**config.mk**
```make
export PLATFORM = sky130hd
export DESIGN_NAME = conv_sched_ctrl
export DESIGN_NICKNAME = d
export VERILOG_FILES = /design/src/rtl/conv_ctrl_pkg.sv /design/src/rtl/conv_loop_nest.sv /design/src/rtl/conv_sched_ctrl.sv
export SDC_FILE = /design/constraint.sdc
export NUM_CORES = 1
export LEC_CHECK = 0
export ABC_AREA = 1
export CAP_MARGIN = 25
export CELL_PAD_IN_SITES_DETAIL_PLACEMENT = 1
export CELL_PAD_IN_SITES_GLOBAL_PLACEMENT = 1
export CORE_AREA = 2 2 265 267
export CTS_BUF_LIST = sky130_fd_sc_hd__clkbuf_4
export CTS_CLUSTER_DIAMETER = 50
export DETAILED_ROUTE_END_ITERATION = 12
export DIE_AREA = 0 0 267 269
export PLACE_DENSITY = 0.91
export SYNTH_ARGS = -nofsm -noshare
export SYNTH_HDL_FRONTEND = slang
export SYNTH_SLANG_ARGS = --single-unit
```
**constraint.sdc**
```tcl
create_clock -name clk -period 4.8 [get_ports clk]
set_input_delay 0.96 -clock clk [delete_from_list [all_inputs] [get_ports clk]]
set_output_delay 0.96 -clock clk [all_outputs]
set_load 0.005 [all_outputs]
```
**src/rtl/conv_ctrl_pkg.sv**
```systemverilog
// Shared types and address helpers for the convolution scheduler.
package conv_ctrl_pkg;

    typedef enum logic [2:0] {StIdle, StLoadA, StLoadB, StCompute, StDrain} state_e;

    function automatic int unsigned addr_width(input int unsigned depth);
        return (depth > 1) ? $clog2(depth) : 1;
    endfunction

    // Activation memory is laid out x-major, then y, then input channel.
    function automatic logic [31:0] act_addr(input logic [31:0] px, input logic [31:0] py,
                                             input logic [31:0] ch_in,
                                             input int unsigned fm_height,
                                             input int unsigned in_ch);
        return (px * fm_height + py) * in_ch + ch_in;
    endfunction

    function automatic logic [31:0] wgt_addr(input logic [31:0] ch_in, input logic [31:0] ch_out,
                                             input logic [31:0] tap,
                                             input int unsigned out_ch,
                                             input int unsigned taps);
        return (ch_in * out_ch + ch_out) * taps + tap;
    endfunction

endpackage

```
**src/rtl/conv_loop_nest.sv**
```systemverilog
// Six-deep counter chain (x, y, ch_out, ch_in, ky, kx), innermost kx, advancing on adv.
module conv_loop_nest #(
    parameter int unsigned FM_WIDTH    = 16,
    parameter int unsigned FM_HEIGHT   = 16,
    parameter int unsigned IN_CH       = 4,
    parameter int unsigned OUT_CH      = 32,
    parameter int unsigned KERNEL_SIZE = 3
) (
    input  logic        clk,
    input  logic        rst_in,
    input  logic        adv,
    output logic [31:0] x,
    output logic [31:0] y,
    output logic [31:0] ch_out,
    output logic [31:0] ch_in,
    output logic [31:0] ky,
    output logic [31:0] kx,
    output logic        group_first,
    output logic        group_last,
    output logic        job_last
);

    logic kx_wrap, ky_wrap, ci_wrap, co_wrap, y_wrap, x_wrap;

    always_comb begin
        kx_wrap = (kx == KERNEL_SIZE - 1);
        ky_wrap = kx_wrap && (ky == KERNEL_SIZE - 1);
        ci_wrap = ky_wrap && (ch_in == IN_CH - 1);
        co_wrap = ci_wrap && (ch_out == OUT_CH - 1);
        y_wrap  = co_wrap && (y == FM_HEIGHT - 1);
        x_wrap  = y_wrap && (x == FM_WIDTH - 1);
    end

    assign group_first = (ch_in == '0) && (ky == '0) && (kx == '0);
    assign group_last  = ci_wrap;
    assign job_last    = x_wrap;

    always_ff @(posedge clk) begin
        if (rst_in) begin
            x      <= '0;
            y      <= '0;
            ch_out <= '0;
            ch_in  <= '0;
            ky     <= '0;
            kx     <= '0;
        end else if (adv) begin
            kx <= kx_wrap ? '0 : kx + 32'd1;
            if (kx_wrap) ky <= ky_wrap ? '0 : ky + 32'd1;
            if (ky_wrap) ch_in <= ci_wrap ? '0 : ch_in + 32'd1;
            if (ci_wrap) ch_out <= co_wrap ? '0 : ch_out + 32'd1;
            if (co_wrap) y <= y_wrap ? '0 : y + 32'd1;
            if (y_wrap) x <= x_wrap ? '0 : x + 32'd1;
        end
    end

endmodule

```
**src/rtl/conv_sched_ctrl.sv**
```systemverilog
// Convolution scheduler: memory load, tap issue with address/pad generation, result tracking.
module conv_sched_ctrl
    import conv_ctrl_pkg::*;
#(
    parameter int unsigned FM_WIDTH    = 16,
    parameter int unsigned FM_HEIGHT   = 16,
    parameter int unsigned IN_CH       = 4,
    parameter int unsigned OUT_CH      = 32,
    parameter int unsigned KERNEL_SIZE = 3,
    parameter int unsigned DATA_LAT    = 2,
    localparam int unsigned A_DEPTH    = FM_WIDTH * FM_HEIGHT * IN_CH,
    localparam int unsigned B_DEPTH    = IN_CH * OUT_CH * KERNEL_SIZE * KERNEL_SIZE,
    localparam int unsigned A_AW       = addr_width(A_DEPTH),
    localparam int unsigned B_AW       = addr_width(B_DEPTH)
) (
    input  logic            clk,
    input  logic            rst_in,
    input  logic            start,
    input  logic            skip_load,
    output logic            running,
    input  logic            a_valid,
    output logic            a_ready,
    input  logic            b_valid,
    output logic            b_ready,
    output logic            amem_we,
    output logic [A_AW-1:0] amem_waddr,
    output logic            bmem_we,
    output logic [B_AW-1:0] bmem_waddr,
    output logic [A_AW-1:0] a_raddr,
    output logic [B_AW-1:0] b_raddr,
    output logic            pad,
    output logic            mac_valid,
    output logic            mac_first,
    output logic            mac_last,
    output logic            out_valid,
    input  logic            out_ready,
    output logic [31:0]     out_x,
    output logic [31:0]     out_y,
    output logic [31:0]     out_ch,
    output logic            done
);

    localparam int unsigned HALF = KERNEL_SIZE / 2;
    localparam int unsigned TAPS = KERNEL_SIZE * KERNEL_SIZE;

    state_e state_q, state_d;
    logic [A_AW-1:0] a_cnt_q;
    logic [B_AW-1:0] b_cnt_q;
    logic a_hs, b_hs, a_wrap, b_wrap;

    logic [31:0] x, y, ch_out, ch_in, ky, kx;
    logic group_first, group_last, job_last;
    logic signed [32:0] px, py;
    logic pad_c, issue, marker_busy, out_hold, done_c;
    logic [A_AW-1:0] a_raddr_c;
    logic [B_AW-1:0] b_raddr_c;

    logic pad_q, mac_valid_q, mac_first_q, mac_last_q, out_valid_q;
    logic [A_AW-1:0] a_raddr_q;
    logic [B_AW-1:0] b_raddr_q;
    logic [31:0] out_x_q, out_y_q, out_ch_q;

    // Stage 0 is loaded together with the issue registers, so a marker spends DATA_LAT cycles here.
    logic [DATA_LAT-1:0] pipe_last;
    logic [DATA_LAT-1:0][31:0] pipe_x, pipe_y, pipe_ch;

    conv_loop_nest #(
        .FM_WIDTH   (FM_WIDTH),
        .FM_HEIGHT  (FM_HEIGHT),
        .IN_CH      (IN_CH),
        .OUT_CH     (OUT_CH),
        .KERNEL_SIZE(KERNEL_SIZE)
    ) u_loop_nest (
        .clk        (clk),
        .rst_in     (rst_in),
        .adv        (issue),
        .x          (x),
        .y          (y),
        .ch_out     (ch_out),
        .ch_in      (ch_in),
        .ky         (ky),
        .kx         (kx),
        .group_first(group_first),
        .group_last (group_last),
        .job_last   (job_last)
    );

    assign a_hs   = a_valid & a_ready;
    assign b_hs   = b_valid & b_ready;
    assign a_wrap = (a_cnt_q == A_AW'(A_DEPTH - 1));
    assign b_wrap = (b_cnt_q == B_AW'(B_DEPTH - 1));

    always_comb begin
        px = $signed({1'b0, x}) + $signed({1'b0, kx}) - $signed(33'(HALF));
        py = $signed({1'b0, y}) + $signed({1'b0, ky}) - $signed(33'(HALF));
        pad_c = px[32] || py[32] || (px >= $signed(33'(FM_WIDTH)))
                || (py >= $signed(33'(FM_HEIGHT)));
        a_raddr_c = pad_c ? '0 : A_AW'(act_addr(px[31:0], py[31:0], ch_in, FM_HEIGHT, IN_CH));
        b_raddr_c = B_AW'(wgt_addr(ch_in, ch_out, ky * KERNEL_SIZE + kx, OUT_CH, TAPS));
    end

    // A group's last tap waits until the single output buffer is guaranteed free.
    assign marker_busy = |pipe_last;
    assign out_hold    = out_valid_q & ~out_ready;
    assign issue       = (state_q == StCompute) & ~(group_last & (out_hold | marker_busy));
    assign done_c      = (state_q == StDrain) & out_valid_q & out_ready & ~marker_busy;

    always_ff @(posedge clk) begin
        if (rst_in) state_q <= StIdle;
        else        state_q <= state_d;
    end

    always_comb begin
        state_d = state_q;
        unique case (state_q)
            StIdle:    if (start) state_d = skip_load ? StCompute : StLoadA;
            StLoadA:   if (a_hs && a_wrap) state_d = StLoadB;
            StLoadB:   if (b_hs && b_wrap) state_d = StCompute;
            StCompute: if (issue && job_last) state_d = StDrain;
            StDrain:   if (done_c) state_d = StIdle;
            default:   state_d = StIdle;
        endcase
    end

    always_comb begin
        running = 1'b0;
        a_ready = 1'b0;
        b_ready = 1'b0;
        done    = 1'b0;
        unique case (state_q)
            StIdle:    ;
            StLoadA:   begin running = 1'b1; a_ready = 1'b1; end
            StLoadB:   begin running = 1'b1; b_ready = 1'b1; end
            StCompute: running = 1'b1;
            StDrain:   begin running = 1'b1; done = done_c; end
            default:   ;
        endcase
    end

    always_ff @(posedge clk) begin
        if (rst_in) begin
            a_cnt_q     <= '0;
            b_cnt_q     <= '0;
            pad_q       <= 1'b0;
            mac_valid_q <= 1'b0;
            mac_first_q <= 1'b0;
            mac_last_q  <= 1'b0;
            a_raddr_q   <= '0;
            b_raddr_q   <= '0;
            pipe_last   <= '0;
            pipe_x      <= '0;
            pipe_y      <= '0;
            pipe_ch     <= '0;
            out_valid_q <= 1'b0;
            out_x_q     <= '0;
            out_y_q     <= '0;
            out_ch_q    <= '0;
        end else begin
            if (state_q == StLoadA && a_hs) a_cnt_q <= a_wrap ? '0 : a_cnt_q + A_AW'(1);
            if (state_q == StLoadB && b_hs) b_cnt_q <= b_wrap ? '0 : b_cnt_q + B_AW'(1);

            mac_valid_q <= issue;
            mac_first_q <= issue & group_first;
            mac_last_q  <= issue & group_last;
            if (issue) begin
                pad_q     <= pad_c;
                a_raddr_q <= a_raddr_c;
                b_raddr_q <= b_raddr_c;
            end

            pipe_last[0] <= issue & group_last;
            pipe_x[0]    <= x;
            pipe_y[0]    <= y;
            pipe_ch[0]   <= ch_out;
            for (int unsigned i = 1; i < DATA_LAT; i++) begin
                pipe_last[i] <= pipe_last[i-1];
                pipe_x[i]    <= pipe_x[i-1];
                pipe_y[i]    <= pipe_y[i-1];
                pipe_ch[i]   <= pipe_ch[i-1];
            end

            if (pipe_last[DATA_LAT-1]) begin
                out_valid_q <= 1'b1;
                out_x_q     <= pipe_x[DATA_LAT-1];
                out_y_q     <= pipe_y[DATA_LAT-1];
                out_ch_q    <= pipe_ch[DATA_LAT-1];
            end else if (out_valid_q && out_ready) begin
                out_valid_q <= 1'b0;
            end
        end
    end

    assign amem_we    = a_hs;
    assign amem_waddr = a_cnt_q;
    assign bmem_we    = b_hs;
    assign bmem_waddr = b_cnt_q;
    assign a_raddr    = a_raddr_q;
    assign b_raddr    = b_raddr_q;
    assign pad        = pad_q;
    assign mac_valid  = mac_valid_q;
    assign mac_first  = mac_first_q;
    assign mac_last   = mac_last_q;
    assign out_valid  = out_valid_q;
    assign out_x      = out_x_q;
    assign out_y      = out_y_q;
    assign out_ch     = out_ch_q;

endmodule

```
* After elaboration in Yosys (flattened, before gate mapping)
Index checks and enable logic that the tools add are counted.
** Storage, ports and cells
- Bits in registers :: 532
** Operators by class
- Multiply operators :: 2
- Reductions and logical operators :: 29
- Magnitude comparators :: 2
- Bitwise logic cells :: 14
- Add/subtract/negate cells :: 17
- Equality and inequality tests :: 17
- Muxes and demuxes :: 22
** Operators with widths (number)
- $add A32 B1 Y32 const B :: 6
- $mux W32 :: 6
- $eq A32 B2 Y1 const B :: 3
- $logic_not A32 Y1 :: 3
- $add A32 B32 Y33 :: 2
- $ge A33 B6 Y1 const B :: 2
- $sub A33 B2 Y33 const B :: 2
- $eq A32 B4 Y1 const B :: 2
- $add A32 B32 Y32 :: 1
- $eq A32 B5 Y1 const B :: 1
- $mul A32 B2 Y11 const B :: 1
- $mul A32 B4 Y11 const B :: 1
- $add A11 B11 Y11 :: 2
- $mux W10 :: 2
- $mux W3 :: 5
- $pmux W3 S5 :: 1
- $logic_and A1 B1 Y1 :: 13
- $add A11 B1 Y11 const B :: 1
- $eq A11 B11 Y1 const B :: 1
- $mux W11 :: 1
- $add A10 B1 Y10 const B :: 1
- $add A10 B10 Y10 :: 1
- $and A1 B1 Y1 :: 10
- $eq A10 B10 Y1 const B :: 1
- other kinds (17) :: 34

* Logic depth before layout (Yosys ltp)
- Depth in word-level cells :: 9
- Depth in mapped cells :: 26
- Depth with buffers taken out :: 26

* Hierarchy
From an unflattened synthesis, not the netlist that was laid out.
** Unflattened totals
- Cells, all modules :: 4766
- Area total of the unflattened synthesis :: 31113.6 µm²
** Modules (own cells, without submodules)
- conv_sched_ctrl :: area an instance 18975.7 µm², cells each 2793, times used 1, sequential area each 6786.5 µm²
- conv_loop_nest :: area an instance 12137.9 µm², cells each 1973, times used 1, sequential area each 3843.7 µm²

* Worst setup path before layout
No wires, ideal clock.
- Kind :: register -> register
- From :: reg u_loop_nest.ch_out[0]
- To :: reg b_raddr_q[10] (netlist: b_raddr[10])
- Clock period less this slack :: 3.854 ns
- Buffers on the path :: 0
- Stages on the path, launching flop included :: 22
- Slack :: 0.946 ns
- Library setup time :: 0.115 ns
- Arrival time :: 3.739 ns
- Cell sequence :: dfxtp_1 fa_1 inv_1 fa_1 inv_1 ha_1 inv_1 fa_1 inv_1 ha_1 a21o_1 nand3_1 and3_1 inv_1 a21oi_1 o21bai_1 nand2_1 nand2_1 a21oi_1 nor2_1 o21ai_0 inv_1
** On the way
- Longest elaborated chain between the ends :: 3
** RTL lines
- start: declaration :: RTL line conv_loop_nest.sv:14 : output logic [31:0] ch_out,
- start signal: assignment :: RTL line conv_loop_nest.sv:50 : if (ci_wrap) ch_out <= co_wrap ? '0 : ch_out + 32'd1;
- $add A32 B32 Y32 :: RTL line conv_ctrl_pkg.sv:22 : return (ch_in * out_ch + ch_out) * taps + tap;
- $mul A32 B4 Y11 :: RTL line conv_ctrl_pkg.sv:22
- $add A11 B11 Y11 :: RTL line conv_ctrl_pkg.sv:22
- end signal: assignment :: RTL line conv_sched_ctrl.sv:168 : b_raddr_q <= b_raddr_c;
- end: declaration :: RTL line conv_sched_ctrl.sv:60 : logic [B_AW-1:0] b_raddr_q;
Every way passes these cells.
A chain may end at the register's enable or synchronous reset.

* Worst setup path in the final report
- From :: reg u_loop_nest.ky[3]
- To :: reg b_raddr_q[10] (netlist: b_raddr[10])
** On the way
- Longest elaborated chain between the ends :: 6
- Elaborated cells on any way between the ends :: 9
- Those cells by class :: 2 x add/sub; 1 x mul; 1 x eq/ne; 3 x bitwise; 2 x reduce/logical
** RTL lines
- start: declaration :: RTL line conv_loop_nest.sv:16 : output logic [31:0] ky,
- start signal: assignment :: RTL line conv_loop_nest.sv:48 : if (kx_wrap) ky <= ky_wrap ? '0 : ky + 32'd1;
- branches (longest 6 deep; another with $mul A32 B2 Y11)
Several ways; the timed one is not identified.

==> flow_summary.ini <==
[synth]
synth_adder_area_share_pct = 9.549
ys_seq_area_share_pct = 34.46
syn-instance-count = 4638
synthesis.area_um2 = 30840
ys_types = 53
synth_compound_area_share_pct = 8.429
syn_area_per_cell_um2 = 6.650
synth_xor_xnor_area_share_pct = 2.016
synth_top_family_by_area = simple AND/OR/NAND/NOR gates
synthSimpleGateAreaFrac_pct = 34.07
yosys_warnings = 0
muxShareOfSynthArea_pct = 0
synth_nets = 4863
synth-seq-cells = 531

[cells_and_area]
final_cell_mix = nand2_1 (988), inv_1 (769), nor2_1 (718)
fin_cells = 5876
nNetsFinal = 5064
finish.utilization_pct = 50.43
layout-drive-gt1-share_pct = 6.648
regArea_um2 = 10630
mostFrequentLayoutCell = nand2_1
n_fill_cell = 9264
multiInputGateArea_um2 = 16680
top_regs = pipe_ch x64, pipe_x x64, pipe_y x64
design_area_um2 = 34950
area_growth_pct = 13.30

[sta]
rsz0062_at_grt = false
final-setup-viol-count = 0
hold_slack_ns = 0.3761
tns_ns = 0
min_period_ns = 4.371
period_share_pct = 91.07
relSlewSlack_pct = 35.62
max_freq_mhz = 228.8
worstMarginPinSlew_ns = 0.9657
maxSlewViolCount = 0
hold_viol_final = 0
skew_ns = 0.06412
setup_ws_ns = 0.4288

[global_routing]
grt_pass1_wl_um = 170700
grt_max_degree = 107
grt_overflow = 0
antenna_found_initial = 2
grt_pass1_vias = 32880
track_usage_pct = 29.69

[detailed_routing]
drt_wl_total_um = 106500
drtPass1Iterations = 5
via_per_inst = 5.378
num_vias = 31600
drt-initial-drc-count = 1901
drc = 0
ant_nets = 0
wire_per_inst_um = 18.12

[floorplan]
start_util_pct = 44.51
die_width_um = 267
placeableCoreArea_um2 = 69300
rows = 97
dieHeight_um = 269
die_area_um2 = 71820
ioPinCount = 156

[outcome]
status = completed

[worst_setup_path]
end_kind = register
required_ns = 5.67
arrival_ns = 5.24
cp_max_fo = 7
crit_path_start_kind = register
critPathKind = register to register

[power_and_ir_drop]
p_leak_nw = 15.64
powerDensity_nw_per_um2 = 264.6
fin_total_pwr_mw = 9.245
ir_drop_uv = 172.9

[clocking]
clockBufferDepth = 3
root_buffer = clkbuf_4
path_clk_slew_ns = 0.07
cts_tree = done
postCtsSetupRepairBufs = 0
cts_made_buffers = 145
clkLatencyLatePin_ns = 1.00
cts_resized = 0
cts.sinks = 531
htreeDepth = 4
ctsHoldBuffers = 0

[placed_design]
preCtsSetupSlack_ns = 0.5933
post-dp-hpwl_um = 80500
numPlacedInstances = 5631
port_buffers = 155
dpl_cell_area_um2 = 33130
globalplace.congestion = 0.9839

[min_path]
hp-class = register to register

[run]
maxCapViolations = 0
-- layout make-up --
cell class	count	area share, %
Antenna cell	2	0.01432
Clock buffer	196	4.211
Clock inverter	46	0.8987
Inverter	787	8.485
Multi-Input combinational cell	3203	47.74
Sequential cell	531	30.43
Tap cell	940	3.366
Timing Repair Buffer	171	4.855
-- per-layer routing --
metal	GRT usage (%)	wire (µm)
met1	34.02	43610
met2	52.96	52370
met3	4.995	5380
met4	15.65	5129
met5	0	0
-- path summary, 6_finish.rpt --
path	depth (start not counted)	to	from	slack, ns
hold / removal	2	pipe_y[34]	pipe_y[2]	0.38
setup / recovery	21	b_raddr[10]	u_loop_nest.ky[3]	0.43
hold reg to reg	2	pipe_y[34]	pipe_y[2]	0.38
setup reg to reg	21	b_raddr[10]	u_loop_nest.ky[3]	0.43
-- critical path: stages (launching register included) --
cell and delay (ns):
dfxtp_1 0.41, fa_1 0.52, inv_1 0.05, fa_1 0.51
inv_1 0.06, ha_1 0.30, inv_1 0.08, fa_1 0.50
inv_1 0.05, ha_1 0.36, a21o_1 0.23, nand3_1 0.06
and3_1 0.19, inv_1 0.06, a21oi_1 0.13, o21bai_1 0.11
nand2_1 0.08, nand2_1 0.05, a21oi_1 0.20, nor2_1 0.07
o21ai_0 0.17, inv_1 0.05
-- cells in the mapped netlist (all sizes together) --
master,count,area share [%]
a211oi,11,0.27
nand3,259,4.2
nand3b,20,0.49
o21bai,8,0.19
dfxtp,531,34
a21oi,263,4.3
nor3,172,2.9
a2bb2oi,1,0.028
a21boi,2,0.061
fa,29,1.9
ha,189,7.7
clkinv,4,0.049
nor3b,10,0.24
o22a,1,0.028
o22ai,1,0.020
o21ai,176,2.9
inv,783,9.6
nand4,95,1.9
a21o,6,0.15
and2,9,0.18
clkbuf,77,0.94
and3,3,0.077
nor2,729,9.1
a31oi,12,0.24
buf,40,0.93
o21a,10,0.24
o31ai,2,0.049
or2,42,0.85
xor2,40,1.1
nor4,78,1.6
nand2,1003,12
xnor2,31,0.88
nor4b,1,0.028
-- power breakdown --
part / switching (mW) / leakage [nW] / internal (mW)
Clock: 2.01 / 1.04 / 2.07
Sequential: 0.0516 / 4.28 / 4.45
Combinational: 0.442 / 10.3 / 0.232
Total: 2.50 / 15.6 / 6.75
-- kinds of logic after synthesis --
kind of cell | Yosys count
AOI/OAI and AO/OA | 493
buffers and inverters | 904
and+or+nand+nor | 2421
xor gates and xnor gates | 71
DFF | 531
adders and majority gates | 218
Note: power is estimated with default switching activity, not from simulation.
